## src/rtl/bump_nav_ctrl.sv

```systemverilog
// ============================================================================
// Module   : bump_nav_ctrl
// Brief    : Debounced N-bumper drive sequencer with hit-streak fault latch.
// Revision : 1.0 - initial release
// ============================================================================
`default_nettype none

module bump_nav_ctrl #(
  parameter int NB     = 6,
  parameter int SEC    = 3000000,
  parameter int REV_T  = 3,
  parameter int TURN_T = 2,
  parameter int SPIN_T = 4,
  parameter int DEB    = 16,
  parameter int WIN_T  = 5,
  parameter int MAXHIT = 4
) (
  input  logic                          clk,
  input  logic                          rst,
  input  logic                          start,
  input  logic                          stop,
  input  logic [NB-1:0]                 bmp,
  output logic [2:0]                    drive,
  output logic                          fault,
  output logic [$clog2(MAXHIT+1)-1:0]   streak,
  output logic                          busy
);

  localparam int          c_half    = NB / 2;
  localparam int          c_sw      = $clog2(MAXHIT + 1);
  localparam int          c_dbw     = $clog2(DEB + 1);
  localparam logic [31:0] c_rev_ld  = 32'(REV_T * SEC - 1);
  localparam logic [31:0] c_turn_ld = 32'(TURN_T * SEC - 1);
  localparam logic [31:0] c_spin_ld = 32'(SPIN_T * SEC - 1);
  localparam logic [31:0] c_win     = 32'(WIN_T * SEC);

  typedef logic [c_sw-1:0] streak_t;

  typedef enum logic [2:0] {
    S_IDLE  = 3'd0,
    S_FWD   = 3'd1,
    S_REV   = 3'd2,
    S_LEFT  = 3'd3,
    S_RIGHT = 3'd4,
    S_SPIN  = 3'd5,
    S_FAULT = 3'd6
  } state_t;

  state_t            r_state, w_state_nxt;
  logic [31:0]       r_tmr, w_tmr_nxt;
  logic [31:0]       r_fwd_cnt;
  logic [c_dbw-1:0]  r_db_cnt;
  logic [NB-1:0]     r_mask;
  streak_t           r_streak, w_streak_nxt, w_streak_hit;
  logic              w_hit, w_centre, w_right, w_left;

  always_ff @(posedge clk) begin
    if (rst) begin
      r_db_cnt <= '0;
    end else if (&bmp) begin
      r_db_cnt <= '0;
    end else if (r_db_cnt != c_dbw'(DEB)) begin
      r_db_cnt <= r_db_cnt + c_dbw'(1);
    end
  end

  assign w_hit    = (r_state == S_FWD) && (r_db_cnt == c_dbw'(DEB));
  assign w_centre = r_mask[c_half-1] | r_mask[c_half];
  assign w_right  = |r_mask[c_half-1:0];
  assign w_left   = |r_mask[NB-1:c_half];

  // A hit outside the window restarts the streak at 1 rather than extending it.
  assign w_streak_hit = (r_fwd_cnt < c_win)
                      ? ((r_streak >= streak_t'(MAXHIT)) ? streak_t'(MAXHIT)
                                                         : r_streak + streak_t'(1))
                      : streak_t'(1);

  always_ff @(posedge clk) begin
    if (rst) begin
      r_state   <= S_IDLE;
      r_tmr     <= '0;
      r_streak  <= '0;
      r_mask    <= '0;
      r_fwd_cnt <= '0;
    end else begin
      r_state  <= w_state_nxt;
      r_tmr    <= w_tmr_nxt;
      r_streak <= w_streak_nxt;
      if (w_hit && !stop) begin
        r_mask <= ~bmp;
      end
      // Held at zero outside FORWARD so every entry starts a fresh window.
      if (r_state != S_FWD) begin
        r_fwd_cnt <= '0;
      end else if (r_fwd_cnt != c_win) begin
        r_fwd_cnt <= r_fwd_cnt + 32'd1;
      end
    end
  end

  always_comb begin
    w_state_nxt  = r_state;
    w_tmr_nxt    = (r_tmr != 32'd0) ? r_tmr - 32'd1 : 32'd0;
    w_streak_nxt = r_streak;
    if (stop && (r_state != S_FAULT)) begin
      w_state_nxt  = S_IDLE;
      w_tmr_nxt    = 32'd0;
      w_streak_nxt = '0;
    end else begin
      case (r_state)
        S_IDLE: begin
          if (start) begin
            w_state_nxt  = S_FWD;
            w_streak_nxt = '0;
          end
        end
        S_FWD: begin
          if (w_hit) begin
            w_streak_nxt = w_streak_hit;
            if (w_streak_hit == streak_t'(MAXHIT)) begin
              w_state_nxt = S_FAULT;
            end else begin
              w_state_nxt = S_REV;
              w_tmr_nxt   = c_rev_ld;
            end
          end
        end
        S_REV: begin
          if (r_tmr == 32'd0) begin
            if (w_centre || (r_streak >= streak_t'(2))) begin
              w_state_nxt = S_SPIN;
              w_tmr_nxt   = c_spin_ld;
            end else if (w_right) begin
              w_state_nxt = S_LEFT;
              w_tmr_nxt   = c_turn_ld;
            end else if (w_left) begin
              w_state_nxt = S_RIGHT;
              w_tmr_nxt   = c_turn_ld;
            end else begin
              w_state_nxt = S_FWD;
            end
          end
        end
        S_LEFT, S_RIGHT, S_SPIN: begin
          if (r_tmr == 32'd0) begin
            w_state_nxt = S_FWD;
          end
        end
        S_FAULT: begin
          if (start) begin
            w_state_nxt  = S_FWD;
            w_streak_nxt = '0;
          end
        end
        default: begin
          w_state_nxt = S_IDLE;
        end
      endcase
    end
  end

  always_comb begin
    drive = 3'd0;
    case (r_state)
      S_FWD:           drive = 3'd1;
      S_REV:           drive = 3'd4;
      S_LEFT:          drive = 3'd3;
      S_RIGHT, S_SPIN: drive = 3'd2;
      default:         drive = 3'd0;
    endcase
  end

  assign fault  = (r_state == S_FAULT);
  assign busy   = (r_state != S_IDLE) && (r_state != S_FAULT);
  assign streak = r_streak;

endmodule

`default_nettype wire

```

## config.mk

```make
export PLATFORM = sky130hd
export DESIGN_NAME = bump_nav_ctrl
export DESIGN_NICKNAME = d
export VERILOG_FILES = /design/src/rtl/bump_nav_ctrl.sv
export SDC_FILE = /design/constraint.sdc
export NUM_CORES = 1
export LEC_CHECK = 0
export ABC_AREA = 0
export ABC_CLOCK_PERIOD_IN_PS = 3600
export CAP_MARGIN = 0
export CELL_PAD_IN_SITES_DETAIL_PLACEMENT = 1
export CELL_PAD_IN_SITES_GLOBAL_PLACEMENT = 1
export CORE_ASPECT_RATIO = 1.1
export CORE_MARGIN = 8
export CORE_UTILIZATION = 40
export CTS_CLUSTER_SIZE = 10
export DETAILED_ROUTE_END_ITERATION = 10
export PLACE_DENSITY_LB_ADDON = 0.1
export SETUP_SLACK_MARGIN = 0.1
export SKIP_CTS_REPAIR_TIMING = 1
export SLEW_MARGIN = 10
export SYNTH_ARGS = -nofsm -noshare
export SYNTH_HDL_FRONTEND = slang
export SYNTH_SLANG_ARGS = --single-unit
```

## constraint.sdc

```tcl
create_clock -name clk -period 3.6 [get_ports clk]
set_input_delay 0.72 -clock clk [delete_from_list [all_inputs] [get_ports clk]]
set_output_delay 0.72 -clock clk [all_outputs]
set_load 0.03 [all_outputs]
```

# == After elaboration in Yosys (flattened, before gate mapping) ==
# Index checks and enable logic that the tools add are counted.
# totals
regBits,81
latchBits,0
mem_bits_rw,0
romBits,0
input_bits,10
output_inout_bits,8
word_cells,76
n_memories,0
# op_classes
addsub,4
multipliers,0
div,0
order_cmp,3
n_eq_ne,16
shift,0
mux,23
bitwise,2
n_reduce_logical,22
# op_table
operator,n
$mux 32,7
$pmux 32 s2,1
$mux 3,12
$add 32x1->32 const B,1
$logic_not 32->1,1
$lt 32x24->1 const B,1
$ne 32x24->1 const B,1
$reduce_bool 32->1,1
$sub 32x1->32 const B,1
$pmux 3 s4,2
$eq 3x3->1 const B,4
$reduce_or 2->1,5
$reduce_or 3->1,3
$eq 3x2->1 const B,2
$ne 2x2->1 const B,3
$not 6->6,1
$pmux 3 s2,1
$reduce_and 6->1,1
$add 5x1->5 const B,1
$eq 5x5->1 const B,1
$ne 5x5->1 const B,1
$logic_and 1x1->1,4
$reduce_and 4->1,1
$add 3x1->3 const B,1
13 further kinds,13

# == Longest topological paths before layout ==
# depth
depth_word,7
ltp_mapped,9
mapped_depth_nobuf,7

# == Worst setup path before layout ==
# Ideal clock, no wire load.
# synth_path
path_kind,register to register
from,register r_tmr[0]
to,register r_tmr[18]
setup_ps,121
t_arrival_ps,1942
required_ps,3479
setup_slack_ps,1537
stages_incl_launch_ff,8
n_path_buf,0
period_less_slack_ps,2063
path_cell_list,dfxtp_1 > inv_1 > ha_1 > nor3b_1 > nand3_1 > or4_4 > xor2_1 > nor2_1
# synth_between
elab_chain_len,7
word_cells_on_any_way,11
classes_between,1 x add/sub; 8 x mux; 2 x reduce/logical
# synth_rtl
element,line_no,rtl
"start, declared",50,"logic [31:0] r_tmr, w_tmr_nxt;"
"start signal, assigned",87,r_tmr <= w_tmr_nxt;
$sub 32x1->32 / $reduce_bool 32->1 (equally long branches),103,w_tmr_nxt = (r_tmr != 32'd0) ? r_tmr - 32'd1 : 32'd0;
$mux 32,103,
$mux 32,136,end else if (w_left) begin
$mux 32,133,end else if (w_right) begin
$mux 32,130,if (w_centre || (r_streak >= streak_t'(2))) begin
$mux 32,129,if (r_tmr == 32'd0) begin
$pmux 32 s2 (*),110,case (r_state)
# Every way passes the cells marked *; elsewhere a longest branch is shown, timed or not.
# A chain may end at the register's enable or synchronous reset.

# == Final worst setup path ==
# layout_path
from,register r_tmr[12]
to,register r_tmr[22]
# Same word-level chain as after synthesis.

==> flow_metrics.tcl <==
set metrics [dict create \
    die_w_um 112.9 \
    drive_above_1_share_pct 8.269 \
    grt-busiest-layer "met2" \
    grt_pass1_wl_um 17860 \
    antenna_cells 0 \
    rsz0062_at_grt "no" \
    r2r_cells 5 \
    yosys-top-cells-area "dfxtp_1, xor2_1, nor2_1" \
    syn_to_final_growth_pct 14.55 \
    relSlewSlack_pct 46.88 \
    synth_top_area_cell "dfxtp_1" \
    synth.most_common_cell "dfxtp_1" \
    fmax_ghz 0.3596 \
    ys_ff_latch 81 \
    synth-main-ff-cell "dfxtp_1" \
    hold_start "r_tmr[25]" \
    totalWireLength_um 10380 \
    die_h_um 122.6 \
    p_leak_nw 1.629 \
    clockBufferDepth 2 \
    arrival_ns 2.96 \
    status "finished clean" \
    drtIter0Drc 165 \
    place_congestion 0.8229 \
    fin_skew_ns 0.004213 \
    cellPowerDensity_nw_per_um2 876.8 \
    numCtsBuffers 9 \
    cts-root-buf "clkbuf_16" \
    period_needed_ns 2.781 \
    slew_violations 0 \
    worstPathCellList "or4_4 > nor4_4 > nand3_2 > nand3_1 > o22ai_1" \
    ys_types 58 \
    grtUsageMet1_pct 18.67 \
    synth-edff-count 0 \
    peakVddDrop_v 0.0005356 \
    startpoint "r_tmr[12]" \
    cpMaxStageDelayCell "nand3_1" \
    min_path_type "reg2reg" \
    layout.cells.non_filler 643 \
    worstSetupStartpointType "flop" \
    finish.utilization_pct 46.37 \
    yosysSeqAreaShare_pct 39.27 \
    end_kind "flop" \
    coreArea_um2 10200 \
    num_vias 3625 \
    period_share_pct 77.24 \
    placed_cells 627 \
    criticalPathCategory "reg2reg" \
    drt_drc_violations_left 0 \
    r2r_start "r_tmr[12]" \
    worst_pin_slew_ns 0.7896 \
    grt_use_met2_pct 28.00 \
    hold_violations 0 \
    clk_latency_ns 0.34 \
    clk_pin_slew_ns 0.06 \
    tns_ns 0 \
    synthCells 494 \
    initial_core_util_pct 40.49 \
    grtUsageTotal_pct 15.96 \
    portBuffers 17 \
    grt_pass1_vias 3757 \
    antenna_found_initial 0 \
    htreeDepth 3 \
    critical-path-max-stage-delay_ns 0.59 \
    holdPathStages 2 \
    dieArea_um2 13830 \
    critical_path.max_fanout 23 \
    grtUsageMet3_pct 2.559 \
    whs_ns 0.4741 \
    ys_async_sr_fraction_pct 0 \
    grt_max_degree 33 \
    cts_tree "built" \
    setup_viol 0 \
    dr.pass1.iters 4 \
    synth_common_cells "dfxtp_1, nor2_1, a21oi_1" \
    hpwl_um 7674 \
    worst-endpoint-required_ns 3.78 \
    io_pins 18 \
    ant_nets 0 \
    nets 532 \
    rows 39 \
    via_per_inst 5.638 \
    cts.sinks 81 \
    synth_fp_nets 511 \
    postSynthAreaPerCell_um2 8.358 \
    yosysWarningCount 0 \
    nFillCells 1183 \
    maxCapViolations 0 \
    synth_top_area_share_pct 39.27 \
    routedWlPerCell_um 16.15 \
    synth_area_um2 4129 \
    grt_overflow 0 \
]
## kinds of logic after synthesis
family,after synthesis,synth area share [%]
compound gates,101,16.12
xor+xnor,43,9.121
fa+ha+maj,7,2.121
flops,81,39.27
mux,2,0.4849
buf+inv,36,3.697
simple gates,224,29.18
## final cells by class
type,count,area (µm²),area share [%]
clock buffer,11,252.7,5.344
multi-input combinational,377,2355,49.79
tap,123,153.9,3.254
timing repair buffer,27,245.2,5.185
clock inverter,5,30.03,0.6349
sequential,81,1622,34.29
inverter,19,71.32,1.508
## state kept, by name, indices dropped and copies added, names as in the netlist
name / count
r_fwd_cnt: 32
r_tmr: 32
r_mask: 6
r_db_cnt: 5
r_state: 3
streak: 3
## final timing paths
check | end | slack, ns
max | r_tmr[22] | 0.82
min reg2reg | r_tmr[25] | 0.47
min | r_tmr[25] | 0.47
max reg2reg | r_tmr[22] | 0.82
## power by group
group          total (mW)  switching, mW  leakage (nW)  internal, mW
clock network       0.868          0.367         0.137         0.501
logic                2.07           1.24         0.836         0.826
registers            1.21          0.157         0.656          1.06
total                4.15           1.76          1.63          2.38
## routing by layer
layer | routed length (µm) | share of wire (%)
met5 | 0 | 0
met3 | 232 | 2.2
met2 | 5136 | 49
met4 | 223 | 2.1
met1 | 4792 | 46
## placed cells by master, fill, tap and decap left out, types with 3 or more instances in the layout
cell type / count
or4_1: 5
xnor2_1: 14
o21ai_0: 17
o22ai_1: 4
inv_1: 19
o31a_1: 4
nand2_1: 35
or2_2: 3
a21oi_1: 36
and3_1: 8
clkdlybuf4s50_1: 17
nand2b_1: 6
nand3_1: 28
and4_1: 3
or4_4: 4
nor2_1: 63
dfxtp_1: 81
nor4_1: 13
buf_4: 10
o21ai_1: 6
clkinv_2: 3
ha_1: 7
xor2_1: 29
a211oi_1: 6
or3_1: 9
nor3_1: 13
clkbuf_16: 9
nand4_1: 16
o31ai_1: 3
nand4b_1: 3
a31oi_1: 6
## critical path, delay by kind of cell (launching register included)
kind               cells  cell delay (ns)
and+or+nand+nor        4             2.14
DFF                    1             0.33
AOI/OAI and AO/OA      1             0.14
## stage by stage
stage               instance area [µm²]  setup WS (ns)  power, mW
floorplan                          4129          1.537      2.877
CTS                                4730         0.8133      4.192
global route                       4730         0.6151      4.475
global placement                   4447         0.9042      3.259
detailed placement                 4447         0.8477      3.296
finish                             4730         0.8193      4.147
No activity file was read; power rests on OpenSTA's default activity.
